## src/rtl/uart_tx.sv

```systemverilog
// uart_tx: 8-N-1 serial transmitter paced by an external baud strobe.
// Accepts one byte over valid/ready, then shifts it out LSB-first with
// one start bit and one stop bit. Every bit holds for one tick period.
//
// Ports:
//   clk   - system clock, all logic on posedge
//   rst   - synchronous active-high reset
//   tick  - baud strobe, one clk cycle high per bit period
//   data  - byte to send, sampled on accept only
//   valid - producer offers a byte
//   ready - high only while idle; accept = valid && ready
//   tx    - registered serial line, idle high
//   busy  - inverse of ready
//
// Build option: define UART_TX_PARITY_EN to insert an even-parity bit
// between data bit 7 and the stop bit (11-bit frame).

module uart_tx (
  input  logic       clk,
  input  logic       rst,
  input  logic       tick,
  input  logic [7:0] data,
  input  logic       valid,
  output logic       ready,
  output logic       tx,
  output logic       busy
);

  typedef enum logic [2:0] {
    S_IDLE,
    S_SYNC,
    S_START,
    S_DATA,
`ifdef UART_TX_PARITY_EN
    S_PARITY,
`endif
    S_STOP
  } state_t;

  state_t     state;
  state_t     state_nxt;
  logic [7:0] shift;
  logic [2:0] cnt;
`ifdef UART_TX_PARITY_EN
  logic       par;
`endif

  // State register
  always_ff @(posedge clk) begin
    if (rst) state <= S_IDLE;
    else     state <= state_nxt;
  end

  // Next-state logic; everything except accept advances only on tick
  always_comb begin
    state_nxt = state;
    case (state)
      S_IDLE:   if (valid) state_nxt = S_SYNC;
      S_SYNC:   if (tick) state_nxt = S_START;
      S_START:  if (tick) state_nxt = S_DATA;
      S_DATA: begin
        if (tick && cnt == 3'd7) begin
`ifdef UART_TX_PARITY_EN
          state_nxt = S_PARITY;
`else
          state_nxt = S_STOP;
`endif
        end
      end
`ifdef UART_TX_PARITY_EN
      S_PARITY: if (tick) state_nxt = S_STOP;
`endif
      S_STOP:   if (tick) state_nxt = S_IDLE;
      default:  state_nxt = S_IDLE;
    endcase
  end

  // Handshake outputs
  always_comb begin
    ready = (state == S_IDLE);
    busy  = (state != S_IDLE);
  end

  // Datapath: shift register, bit counter and registered line.
  // In DATA, tx takes shift[1] because shift[0] is already on the line
  // and the register shifts in the same edge.
  always_ff @(posedge clk) begin
    if (rst) begin
      shift <= '0;
      cnt   <= '0;
      tx    <= 1'b1;
`ifdef UART_TX_PARITY_EN
      par   <= 1'b0;
`endif
    end else begin
      case (state)
        S_IDLE: begin
          tx <= 1'b1;
          if (valid) begin
            shift <= data;
`ifdef UART_TX_PARITY_EN
            par   <= ^data;
`endif
          end
        end
        S_SYNC: if (tick) tx <= 1'b0;
        S_START: begin
          if (tick) begin
            tx  <= shift[0];
            cnt <= '0;
          end
        end
        S_DATA: begin
          if (tick) begin
            if (cnt == 3'd7) begin
`ifdef UART_TX_PARITY_EN
              tx <= par;
`else
              tx <= 1'b1;
`endif
            end else begin
              shift <= {1'b0, shift[7:1]};
              cnt   <= cnt + 3'd1;
              tx    <= shift[1];
            end
          end
        end
`ifdef UART_TX_PARITY_EN
        S_PARITY: if (tick) tx <= 1'b1;
`endif
        S_STOP:  tx <= 1'b1;
        default: tx <= 1'b1;
      endcase
    end
  end

endmodule

```

## config.mk

```make
export PLATFORM = sky130hd
export DESIGN_NAME = uart_tx
export DESIGN_NICKNAME = d
export VERILOG_FILES = /design/src/rtl/uart_tx.sv
export SDC_FILE = /design/constraint.sdc
export NUM_CORES = 1
export LEC_CHECK = 0
export CAP_MARGIN = 15
export CORE_MARGIN = 2
export CORE_UTILIZATION = 30
export DETAILED_ROUTE_END_ITERATION = 10
export DONT_BUFFER_PORTS = 1
export GPL_TIMING_DRIVEN = 0
export SYNTH_ARGS = -nofsm -noshare
export SYNTH_HDL_FRONTEND = slang
export SYNTH_SLANG_ARGS = --single-unit
```

## constraint.sdc

```tcl
create_clock -name clk -period 2.95 [get_ports clk]
set_input_delay 0.7375 -clock clk [delete_from_list [all_inputs] [get_ports clk]]
set_output_delay 0.7375 -clock clk [all_outputs]
set_load 0.01 [all_outputs]
```

* Word level (Yosys, flattened, before mapping)
Cells that the tools add are included.
Storage, ports and cells: logic and storage cells 44, register bits 15, output and inout port bits 3
Cells by class: reductions and logical operators 9, equal/unequal tests 12, multiplexer cells 18, $add $sub $neg 1
Operators by type and width (count):
- 8-bit 2-to-1 mux | 3
- 3-bit 2-to-1 mux | 7
- 8-bit case mux with 2 select lines | 1
- 3-bit case mux with 5 select lines | 1
- 2-bit != test (second input constant) | 7
- 4-bit AND reduction | 2
- 3-bit by 2-bit == test with 1-bit output (second input constant) | 2
- 3-bit == test (second input constant) | 2
- 3-bit case mux with 2 select lines | 1
- 5-bit AND reduction | 1
- 1-bit 2-to-1 mux | 4
- 2-bit nonzero test | 2
- 3-bit by 1-bit adder with 3-bit output (second input constant) | 1
- 3-bit by 1-bit == test with 1-bit output (second input constant) | 1
- 3-bit logical NOT | 1
- 1-bit case mux with 3 select lines | 1
- 3-bit AND reduction | 1
- 3-bit nonzero test | 1
- 1-bit logical AND | 1

* Depth between registers and ports, before layout
Gate-level depths: netlist of the first run.
depth in word-level cells 4, mapped depth 6

* Least setup slack after synthesis of the first run
Ideal clock, no wire load.
kind register -> output, start point register state[1], end point output port ready, setup slack 1.104 ns, arrival 1.108 ns, stages on the path, launching flop included 5, cell sequence dfxtp_1 -> buf_6 -> buf_2 -> or3_1 -> inv_1
On the way: cells in the longest elaborated chain, start to end 1
RTL lines:
- from (decl) | RTL line 40 | state_t state;
- from (signal assigned) | RTL line 51 | else state <= state_nxt;
- 3-bit logical NOT | RTL line 80 | ready = (state == S_IDLE);
- to (decl) | RTL line 24 | output logic ready,
Every way passes these cells.

* Final worst setup path of the first run
Same ends and word-level chain as after synthesis.

==> impl_metrics.json, run 1 <==
{
  "finalMaxSlewViolations": 0,
  "maxCapViolations": 0,
  "diodes": 0,
  "cts_root_buffer": "clkbuf_4",
  "finalNetCount": 114,
  "ys_warn_count": 0,
  "dpl.hpwl_microns": 1360,
  "syn2layout_area_growth_pct": 7.41,
  "die_w_microns": 58.1,
  "drive_above_1_share_pct": 16.2,
  "grt_use_met3_pct": 4.24,
  "grt_max_degree": 11,
  "ioPinCount": 15,
  "vias_per_cell": 5.79,
  "dieArea_sq_um": 3380,
  "yosysUniqueCellTypes": 35,
  "post_cts_buffers": 0,
  "final_area_sq_um": 943,
  "slowest_stage": "or3_1",
  "synth_fp_nets": 109,
  "ys_seq_area_share_pct": 34.2,
  "worstMarginPinSlew_ns": 0.451,
  "synthTopCellsByCount": "15 x dfxtp_1, 10 x a211oi_1, 7 x nand2_1, 7 x nand3_1, 6 x a311oi_1",
  "peakVddDrop_uv": 243,
  "clock_path_buffers": 2,
  "place_area_sq_um": 917,
  "grt_busiest_layer": "met2",
  "max_freq_ghz": 0.449,
  "utilization_pct": 34.2,
  "synth_top_area_share_pct": 34.2,
  "clk_latency_ns": 0.28,
  "netlist_top_cells_area": "dfxtp_1 34%, a211oi_1 8.5%, a311oi_1 6.0%",
  "period_needed_ns": 2.23,
  "fp.coreArea_sq_um": 2760,
  "yosys.area.top_type": "dfxtp_1",
  "cp.required_ns": 2.21,
  "cp-start-kind": "register",
  "setup_viol": 0,
  "postSynthRegisterBits": 15,
  "vias": 753,
  "die_h_microns": 58.1,
  "rsz0062_at_grt": "no",
  "arrival_ns": 1.49,
  "port-buffer-count": 0,
  "cts_tree": "yes",
  "status": "finished clean",
  "power.leakage_nw": 0.351,
  "grtUsageTotal_pct": 12.1,
  "globalRouteOverflowTotal": 0,
  "hp-class": "register to register",
  "final_hold_viol_count": 0,
  "routedWlPerCell_microns": 14.6,
  "synth.avg_cell_area_sq_um": 9.25,
  "p_per_area_nw_per_um2": 461,
  "numCtsBuffers": 3,
  "critical-path-top-delay-family": "buffers and inverters",
  "grt_use_met2_pct": 21.8,
  "critPathBufInv": 3,
  "fin_skew_ns": 0.000685,
  "crit_path_max_incr_delay_ns": 0.39,
  "synth_ff_type": "dfxtp_1",
  "min_period_over_period_pct": 75.6,
  "routed_wl_microns": 1900,
  "async_flop_share_pct": 0,
  "synth_edf_count": 0,
  "postRouteAntennaNets": 0,
  "cts_htree_levels": 1,
  "worstPathMaxFanout": 10,
  "remaining_drc_errors": 0,
  "antenna_found_initial": 0,
  "crit_chain": "buf_6, buf_2, or3_1, inv_1",
  "relSlewSlack_pct": 69.8,
  "yosysMostFrequentCell": "dfxtp_1",
  "first_iter_violations": 12,
  "place_congestion": 0.741,
  "first_pass_iters": 4,
  "use_met1_pct": 14.9,
  "endpoint_kind": "primary output",
  "grt_pass1_wl_microns": 3230,
  "postCtsHoldBufs": 0,
  "syn-cell-area_sq_um": 878,
  "postSynthCellCount": 95,
  "fin_tns_setup_ns": 0,
  "clock_sinks": 15,
  "grt_pass1_vias": 730,
  "clk_pin_slew_ns": 0.09,
  "cts-resized-gates": 0,
  "worstSetupPathType": "register to primary output",
  "initial_utilization_pct": 31.9,
  "num_rows": 19
}
-- through the flow --
step	total power, W	setup WS, ns	std cells	hold slack (ns)
2_1_floorplan	0.000305	1.10	95	0.448
3_3_place_gp	0.000319	1.04	126	0.468
3_5_place_dp	0.000322	1.03	126	0.476
4_1_cts	0.000439	0.705	130	0.489
5_1_grt	0.000464	0.661	130	0.502
6_report	0.000435	0.721	130	0.488
-- worst paths after layout --
| path | from | slack [ns] | cells after the start | endpoint |
|---|---|---|---|---|
| max reg2reg | cnt[0]$_SDFFE_PP0P_ | 1.24 | 5 | shift[7]$_SDFFE_PP0P_ |
| min reg2reg | shift[7]$_SDFFE_PP0P_ | 0.49 | 2 | shift[7]$_SDFFE_PP0P_ |
| max | state[1]$_SDFFE_PP0P_ | 0.72 | 4 | ready |
| min | shift[7]$_SDFFE_PP0P_ | 0.49 | 2 | shift[7]$_SDFFE_PP0P_ |
-- layer usage --
layer	wire, microns	vias up
met2	949	11
met4	0	0
met3	54	0
li1	-	377
met5	0	-
met1	892	365
-- registers in the layout, indices dropped and copies added (netlist names) --
name	count
cnt	3
tx	1
shift	8
state	3
-- kinds of logic (layout without fill, tap and decap cells) --
group	Yosys count	after routing	synth area share, %
fa+ha+maj	2	2	2.85
simple gates	39	39	30.1
mux	2	2	2.28
flops	15	15	34.2
compound gates	26	26	22.5
buf+inv	11	15	8.12
-- cell type report --
cell class,instances,area (sq um)
Buffer,8,60.1
Clock buffer,4,26.3
Multi-Input combinational cell,69,507
Fill cell,296,1810
Inverter,3,11.3
Sequential cell,15,300
Tap cell,31,38.8
-- cell usage in the layout, fill, tap and decap left out --
cell	count
dfxtp_1	15
a211oi_1	10
nand2_1	7
nand3_1	7
a311oi_1	6
buf_6	3
buf_2	3
inv_1	3
nand2b_1	3
o21ai_0	3
a21oi_1	3
nor2_1	3
clkbuf_4	3
or3_1	2
nand3b_2	2
nand3b_1	2
clkbuf_1	2
mux2i_1	2
nor4_1	2
ha_1	2
o31a_1	1
or3b_4	1
nand4b_1	1
a21oi_4	1
nor2b_4	1
and3b_1	1
buf_4	1
nor4b_4	1
and4_1	1
and3_1	1
nor2b_1	1
and2_1	1
nor4b_1	1
a41oi_1	1
o22ai_1	1
or4_1	1
-- worst reg2reg max path, delay by kind of cell (launching register included) --
| kind | cells | cell delay [ns] |
|---|---|---|
| flip-flops | 1 | 0.33 |
| multiplexers | 1 | 0.21 |
| AND/OR/NAND/NOR | 1 | 0.29 |
| AO/OA/AOI/OAI | 1 | 0.33 |
| adder cells (fa/ha/maj) | 2 | 0.48 |
-- report_power, final --
part	leakage [nW]	internal [W]	switching [W]
combinational	0.213	0.0000384	0.0000485
sequential	0.123	0.000218	0.0000124
clock	0.0150	0.0000525	0.0000649
total	0.351	0.000309	0.000126
No activity file was read; power rests on OpenSTA's default activity.
==> run 2, diff against run 1 <==
==> constraint.sdc (replaced) <==
create_clock -name clk -period 2.3 [get_ports clk]
set_input_delay 0.575 -clock clk [delete_from_list [all_inputs] [get_ports clk]]
set_output_delay 0.575 -clock clk [all_outputs]
set_load 0.01 [all_outputs]
==> results of run 2 <==
Same layout as run 1 (identical final DEF). Status: finished clean.
Among the figures that moved: setup slack after placement 1.03 ns -> 0.539 ns; setup slack after layout 0.721 ns -> 0.233 ns; hold slack 0.488 ns -> 0.360 ns; register-to-register setup slack 1.24 ns -> 0.59 ns; end point of the worst hold path shift[7]$_SDFFE_PP0P_ -> state[0]$_SDFFE_PP0P_; total power 0.000435 W -> 0.000557 W; worst IR drop on VDD 243 uV -> 312 uV
